<file path="src/rtl/reaction_control.sv">
`default_nettype none
// ============================================================================
// Module   : reaction_control
// Function : Debounces the player button and sequences the reaction test
//            (idle, random wait, go, score load, result, false start).
// Revision : 1.0 - initial release
// ============================================================================
module reaction_control #(
    parameter int DEBOUNCE_CYCLES    = 500000,
    parameter int MAX_MEASURE_CYCLES = 204700
) (
    input  logic       clk,
    input  logic       iResetn,
    input  logic       iGo,
    input  logic       iCountComplete,
    output logic       oStart_down_count,
    output logic       oStart_up_count,
    output logic       oLoad_score,
    output logic [1:0] oScreen,
    output logic       oFalseStart,
    output logic       oTimedOut
);

    localparam int DEB_W = (DEBOUNCE_CYCLES > 1) ? $clog2(DEBOUNCE_CYCLES) : 1;
    localparam int TMO_W = ($clog2(MAX_MEASURE_CYCLES) > 18) ? $clog2(MAX_MEASURE_CYCLES) : 18;

    typedef enum logic [2:0] {
        ST_IDLE   = 3'd0,
        ST_WAIT   = 3'd1,
        ST_GO     = 3'd2,
        ST_LOAD   = 3'd3,
        ST_RESULT = 3'd4,
        ST_EARLY  = 3'd5
    } state_t;

    logic             sync1_q, sync1_d;
    logic             sync2_q, sync2_d;
    logic             deb_q, deb_d;
    logic             deb_prev_q, deb_prev_d;
    logic [DEB_W-1:0] deb_cnt_q, deb_cnt_d;
    logic             cc_q, cc_d;
    logic [TMO_W-1:0] tmo_cnt_q, tmo_cnt_d;
    logic             timed_out_q, timed_out_d;
    state_t           state_q, state_d;

    logic             press;
    logic             cc_rise;

    // Button path: synchroniser, hold-time debounce, rising-edge pulse
    always_comb begin
        sync1_d    = iGo;
        sync2_d    = sync1_q;
        deb_d      = deb_q;
        deb_cnt_d  = '0;
        deb_prev_d = deb_q;
        cc_d       = iCountComplete;
        if (sync2_q != deb_q) begin
            if (deb_cnt_q == DEB_W'(DEBOUNCE_CYCLES - 1)) begin
                deb_d = sync2_q;
            end else begin
                deb_cnt_d = deb_cnt_q + 1'b1;
            end
        end
    end

    assign press   = deb_q & ~deb_prev_q;
    assign cc_rise = iCountComplete & ~cc_q;

    always_comb begin
        state_d     = state_q;
        tmo_cnt_d   = '0;
        timed_out_d = timed_out_q;
        case (state_q)
            ST_IDLE: begin
                if (press) state_d = ST_WAIT;
            end
            ST_WAIT: begin
                if (press)        state_d = ST_EARLY;
                else if (cc_rise) state_d = ST_GO;
            end
            ST_GO: begin
                tmo_cnt_d = tmo_cnt_q + 1'b1;
                if (press) begin
                    state_d = ST_LOAD;
                end else if (tmo_cnt_q == TMO_W'(MAX_MEASURE_CYCLES - 1)) begin
                    state_d     = ST_RESULT;
                    timed_out_d = 1'b1;
                end
            end
            ST_LOAD: begin
                // A press here is dropped rather than carried into RESULT
                state_d     = ST_RESULT;
                timed_out_d = 1'b0;
            end
            ST_RESULT, ST_EARLY: begin
                if (press) state_d = ST_IDLE;
            end
            default: state_d = ST_IDLE;
        endcase
    end

    always_ff @(posedge clk or negedge iResetn) begin
        if (!iResetn) begin
            sync1_q     <= 1'b0;
            sync2_q     <= 1'b0;
            deb_q       <= 1'b0;
            deb_prev_q  <= 1'b0;
            deb_cnt_q   <= '0;
            cc_q        <= 1'b0;
            tmo_cnt_q   <= '0;
            timed_out_q <= 1'b0;
            state_q     <= ST_IDLE;
        end else begin
            sync1_q     <= sync1_d;
            sync2_q     <= sync2_d;
            deb_q       <= deb_d;
            deb_prev_q  <= deb_prev_d;
            deb_cnt_q   <= deb_cnt_d;
            cc_q        <= cc_d;
            tmo_cnt_q   <= tmo_cnt_d;
            timed_out_q <= timed_out_d;
            state_q     <= state_d;
        end
    end

    // Moore decode of the registered state
    always_comb begin
        oStart_down_count = (state_q != ST_WAIT);
        oStart_up_count   = (state_q != ST_GO);
        oLoad_score       = (state_q == ST_LOAD);
        oFalseStart       = (state_q == ST_EARLY);
        oTimedOut         = (state_q == ST_RESULT) & timed_out_q;
        case (state_q)
            ST_WAIT:         oScreen = 2'd1;
            ST_GO, ST_LOAD:  oScreen = 2'd2;
            ST_RESULT:       oScreen = 2'd3;
            default:         oScreen = 2'd0;
        endcase
    end

endmodule
`default_nettype wire

</file>
<file path="config.mk">
export PLATFORM = sky130hd
export DESIGN_NAME = reaction_control
export DESIGN_NICKNAME = d
export VERILOG_FILES = /design/src/rtl/reaction_control.sv
export SDC_FILE = /design/constraint.sdc
export NUM_CORES = 1
export LEC_CHECK = 0
export ABC_AREA = 1
export CORE_ASPECT_RATIO = 0.6
export CORE_UTILIZATION = 60
export DETAILED_ROUTE_END_ITERATION = 10
export GPL_ROUTABILITY_DRIVEN = 1
export PLACE_DENSITY = 0.81
export SYNTH_ARGS = -nofsm -noshare
export SYNTH_HDL_FRONTEND = slang
export SYNTH_SLANG_ARGS = --single-unit
</file>
<file path="constraint.sdc">
create_clock -name clk -period 1.52 [get_ports clk]
set_input_delay 0.304 -clock clk [delete_from_list [all_inputs] [get_ports clk]]
set_output_delay 0.304 -clock clk [all_outputs]
set_load 0.005 [all_outputs]
</file>
## After elaboration in Yosys (flattened, before gate mapping)

Index checks and enable logic that the tools add are counted.

- $mul: 0
- $add $sub $neg: 2
- Shifts and indexed selects: 0
- Bitwise operators: 5
- Eq/ne operators: 16
- Div/mod/pow operators: 0
- Order comparisons: 0
- Mux-type cells: 14
- Reductions and logical operators: 7

Operator list:

| operator | count |
|---|---|
| 19-bit two-way mux | 2 |
| 19-bit by 1-bit adder with 19-bit output (second input constant) | 1 |
| 19-bit == test (second input constant) | 1 |
| 18-bit by 1-bit adder with 18-bit output (second input constant) | 1 |
| 18-bit == test (second input constant) | 1 |
| 18-bit two-way mux | 1 |
| 3-bit two-way mux | 6 |
| 3-bit one-hot mux with 5 select lines | 1 |
| 2-bit != test (second input constant) | 4 |
| 3-bit by 2-bit == test with 1-bit output (second input constant) | 2 |
| 3-bit == test (second input constant) | 2 |
| 3-bit != test (second input constant) | 2 |
| 2-bit one-hot mux with 3 select lines | 1 |
| 4-bit AND reduction | 1 |
| 2-bit OR reduction | 2 |
| 1-bit AND | 3 |
| 3-bit by 1-bit == test with 1-bit output (second input constant) | 1 |
| 3-bit zero test | 1 |
| 3-bit by 1-bit != test with 1-bit output (second input constant) | 1 |
| 3-bit by 2-bit != test with 1-bit output (second input constant) | 1 |
| 3-bit AND reduction | 1 |
| 1-bit two-way mux | 2 |
| 1-bit inverter | 2 |
| 1-bit one-hot mux with 2 select lines | 1 |
| other kinds (3) | 3 |

- RAM bits: 0
- Register bits after elaboration: 46
- Output and inout bits: 7
- Latch bits: 0
- Memories kept: 0
- Memory bits (read-only): 0

## Depth between registers and ports, before layout

- Depth after elaboration: 5
- Gate-level depth with buffers: 9
- Gate-level depth less buffers: 9

## Least setup slack after synthesis

No wires, ideal clock.

- Kind: reg2reg
- From: register deb_cnt_q[0]
- To: register deb_cnt_q[14]
- Cell stages (with the launch flop): 8
- Slack: 0.221 ns
- Arrival: 1.213 ns
- Clock period less this slack: 1.299 ns
- Setup time: 0.086 ns
- Data required time: 1.434 ns
- Cell sequence: dfrtp_1 ha_1 nand2_1 nor2_1 and2_1 nand2_1 nand2_2 nor3_1

- Word-level cells in the longest chain between the ends: 3

RTL lines:

| element | line | source |
|---|---|---|
| from (decl) | 40 | `logic [DEB_W-1:0] deb_cnt_q, deb_cnt_d;` |
| from (signal assigned) | 118 | `deb_cnt_q <= deb_cnt_d;` |
| 19-bit by 1-bit adder with 19-bit output or 19-bit == test (tied branches) | 61, 58 |  |
| 19-bit two-way mux * | 58 | `if (deb_cnt_q == DEB_W'(DEBOUNCE_CYCLES - 1)) begin` |
| 19-bit two-way mux * | 57 | `if (sync2_q != deb_q) begin` |
| net deb_cnt_d[14] | 40 |  |

Mark *: on every way through the listed nets, which the timed path passes. The rest lies on a longest branch.
A chain may end at the register's enable or synchronous reset.

## Worst setup path after layout

- From: register state_q[0]
- To: output oScreen[0]

- Word-level cells in the longest chain between the ends: 3

RTL lines:

| element | line | source |
|---|---|---|
| from (decl) | 44 | `state_t state_q, state_d;` |
| from (signal assigned) | 122 | `state_q <= state_d;` |
| 3-bit by 2-bit == test with 1-bit output | 133 | `case (state_q)` |
| 2-bit OR reduction | 133 |  |
| 2-bit one-hot mux with 3 select lines * | 133 |  |
| to (decl) | 19 | `output logic [1:0] oScreen,` |

Every way passes the cells marked *; elsewhere a longest branch is shown, timed or not.

==> qor.csv <==
stage,metric,value,unit
outcome,outcome,finished with violations,
outcome,violations,negative setup slack,
timing,drv_slew,0,
clocking,cts.sinks,46,
logic_synthesis,synth_top_area_share,45.16,%
pwr,p_leak,0.001429,uW
route,dr.pass1.iters,5,
floorplan,die_x,86.14,um
floorplan,start_util,65.84,%
timing,holdWs,383.3,ps
logic_synthesis,synth_area,0.002549,sq mm
critical_path,cp.required,1220,ps
clocking,cts_tree,done,
route,vias,2463,
timing,setup_viol,8,
floorplan,die_h,52.49,um
floorplan,design.core.area,0.003871,sq mm
finish,drive_gt1_share,26.52,%
critical_path,crit_arrival,1380,ps
logic_synthesis,ys_ff_latch,46,
timing,skew,9.311,ps
clocking,cts-root-buf,clkbuf_8,
placed_design,place_inst,425,
global_routing,grt_start_max_net_pins,47,
pwr,power_switching,474.8,uW
pwr,clock_power_share,35.0,%
timing,maxSlewHeadroom,74.71,%
timing,finalHoldViolations,0,
critical_path,startpoint_type,register,
route,routedWlPerCell,15.79,um
global_routing,grt-ovfl-total,0,
placed_design,dpl.hpwl,4.532,mm
critical_path,end_kind,primary output,
flow_run,cap_violations,0,
timing,layout_setup_ws,-163.6,ps
route,drtIter0Drc,163,
clocking,cts.path.max_buffers,2,
global_routing,antenna_found_initial,0,
finish,n_antenna_cell,0,
finish,stdcell_count,453,
logic_synthesis,synth_cell_type_count,27,
floorplan,die_area,0.004521,sq mm
placed_design,io_buffers,10,
finish,fillers,254,
global_routing,grt_pass1_vias,2174,
pwr,internal_power,1583,uW
pwr,power.total,2058,uW
route,drc,0,
placed_design,place.gp.congestion,0.9466,
logic_synthesis,ys.warnings.count,0,
timing,tightest_slew,377.5,ps
route,routed_via_density,5.437,
logic_synthesis,avgSynthCellArea,7.409,sq um
finish,area_growth,25.82,%
logic_synthesis,yosys-top-cells-area,"dfrtp_1, nand2_1, nor2_1, inv_1, nand3_1",
pwr,combinationalPowerShare,4.6,%
finish,final_util,82.84,%
logic_synthesis,syn_inst,344,
floorplan,num_rows,17,
timing,rsz0062_at_grt,yes,
floorplan,io-pin-count,11,
pwr,power_density,641.6,mW/mm^2
timing,final.setup.tns,-707.9,ps
logic_synthesis,yosysSeqAreaShare,45.16,%
pwr,peakVddDrop,0.4968,mV
logic_synthesis,synth.largest_area_cell,dfrtp_1,
logic_synthesis,synthesis.nets,350,
global_routing,grt_pass1_wl,10.38,mm
critical_path,crit_fanout,3,
pwr,swShare,23.08,%
clocking,worstSkewPairLatency,300,ps
finish,nNetsFinal,402,
clocking,htree_levels,2,
route,postRouteAntennaNets,0,
clocking,cts.clk_slew.worst_paths,90,ps
timing,period_needed,1684,ps
route,routed_wl,7.155,mm
global_routing,grt_use_total,31.17,%
critical_path,critPathKind,register to primary output,
clocking,cts_buffers,5,
min_path,hold_class,register to register,
pwr,seqPwrFrac,60.3,%
timing,fmax,0.5940,GHz
timing,period_share,110.8,%
==> registers in the layout, indices dropped and copies added (netlist names) <==
| signal | count |
|---|---|
| sync1_q | 1 |
| sync2_q | 1 |
| deb_prev_d | 1 |
| deb_prev_q | 1 |
| tmo_cnt_q | 18 |
| state_q | 3 |
| deb_cnt_q | 19 |
| cc_q | 1 |
| timed_out_q | 1 |
==> cell usage after synthesis, drive strengths merged <==
master	instances
buf	1
nor3b	1
and2	1
clkbuf	1
ha	2
nor3	11
nand3	21
inv	46
nand2	88
a21oi	10
o21bai	3
dfrtp	46
xnor2	4
xor2	7
nand4	2
and3	1
nand3b	1
o21ai	11
nor2	87
==> worst max-delay path, cell delays in order, from the launching register on <==
cell and delay, ps:
dfrtp_1 430, inv_2 90, nor2_2 120, inv_1 80, nor2_2 150, inv_2 60
nand2_1 50, buf_2 100
==> kinds of logic after synthesis <==
| group | after synthesis | share of synthesized area (%) |
|---|---|---|
| and+or+nand+nor | 213 | 37.26 |
| buffers and inverters | 48 | 7.511 |
| DFF | 46 | 45.16 |
| AOI/OAI and AO/OA | 24 | 5.007 |
| xor gates and xnor gates | 11 | 4.075 |
| adders and majority gates | 2 | 0.9817 |
==> layer usage <==
metal	GRT usage [%]	up-vias	routed length [um]	part of all wire [%]
li1	-	1161	-	-
met3	7.244	6	519	7.3
met2	46.03	114	3289	46
met5	0	-	0	0
met1	47.06	1182	3309	46
met4	5.278	0	36	0.50
==> through the flow <==
| stage | setup slack (ps) | cell area [sq um] |
|---|---|---|
| 2_1_floorplan | 221.0 | 2549 |
| 3_3_place_gp | -85.83 | 2829 |
| 3_5_place_dp | -138.7 | 2829 |
| 4_1_cts | -100.2 | 3040 |
| 5_1_grt | -242.2 | 3207 |
| 6_report | -163.6 | 3207 |
==> worst paths after layout <==
path / cells after the start / to / from / slack [ps]
hold reg to reg: 0 / sync2_q / sync1_q / 380
setup reg to reg: 11 / state_q[2] / state_q[0] / -70
setup / recovery: 7 / oScreen[0] / state_q[0] / -160
min in group asynchronous: 3 / cc_q / iResetn / 510
hold / removal: 0 / sync2_q / sync1_q / 380
max in group asynchronous: 3 / tmo_cnt_q[5] / iResetn / 780
==> final cells by class <==
cell class                      count  area, sq um  share of cell area (%)
Clock buffer                        5        68.82                   2.146
Clock inverter                      2        10.01                  0.3121
Inverter                           46        175.2                   5.462
Multi-Input combinational cell    250         1358                   42.33
Tap cell                           57        71.32                   2.224
Sequential cell                    46         1152                   35.93
Timing Repair Buffer               47        371.6                   11.59
==> cell usage in the layout, fill, tap and decap left out, drive strengths merged <==
master         synthesis  final
a21oi                 10     10
and2                   1      1
and3                   1      1
buf                    1     44
clkbuf                 1      5
clkdlybuf4s50          0      2
clkinv                 0      2
dfrtp                 46     46
dlygate4sd3            0      1
ha                     2      2
inv                   46     46
nand2                 88     88
nand3                 21     21
nand3b                 1      1
nand4                  2      2
nor2                  87     87
nor3                  11     11
nor3b                  1      1
o21ai                 11     11
o21bai                 3      3
xnor2                  4      4
xor2                   7      7
==> power groups by stage <==
| stage | Sequential [uW] | Combinational (uW) | Clock (uW) |
|---|---|---|---|
| 6_report | 1240 | 94.9 | 721 |
| 5_1_grt | 1240 | 105 | 765 |
| 4_1_cts | 1240 | 79.1 | 721 |
| 3_5_place_dp | 1260 | 74.4 | 0 |
| 3_3_place_gp | 1260 | 73.5 | 0 |
| 2_1_floorplan | 1260 | 22.7 | 0 |
==> what timing repair did <==
action,CTS,global route
setup buffers,12,11
pin swaps,7,19
hold buffers,1,0
setup endpoints to repair,14,27
hold endpoints to repair,44,0
resized for setup,47,31
No activity file was read; power rests on OpenSTA's default activity.
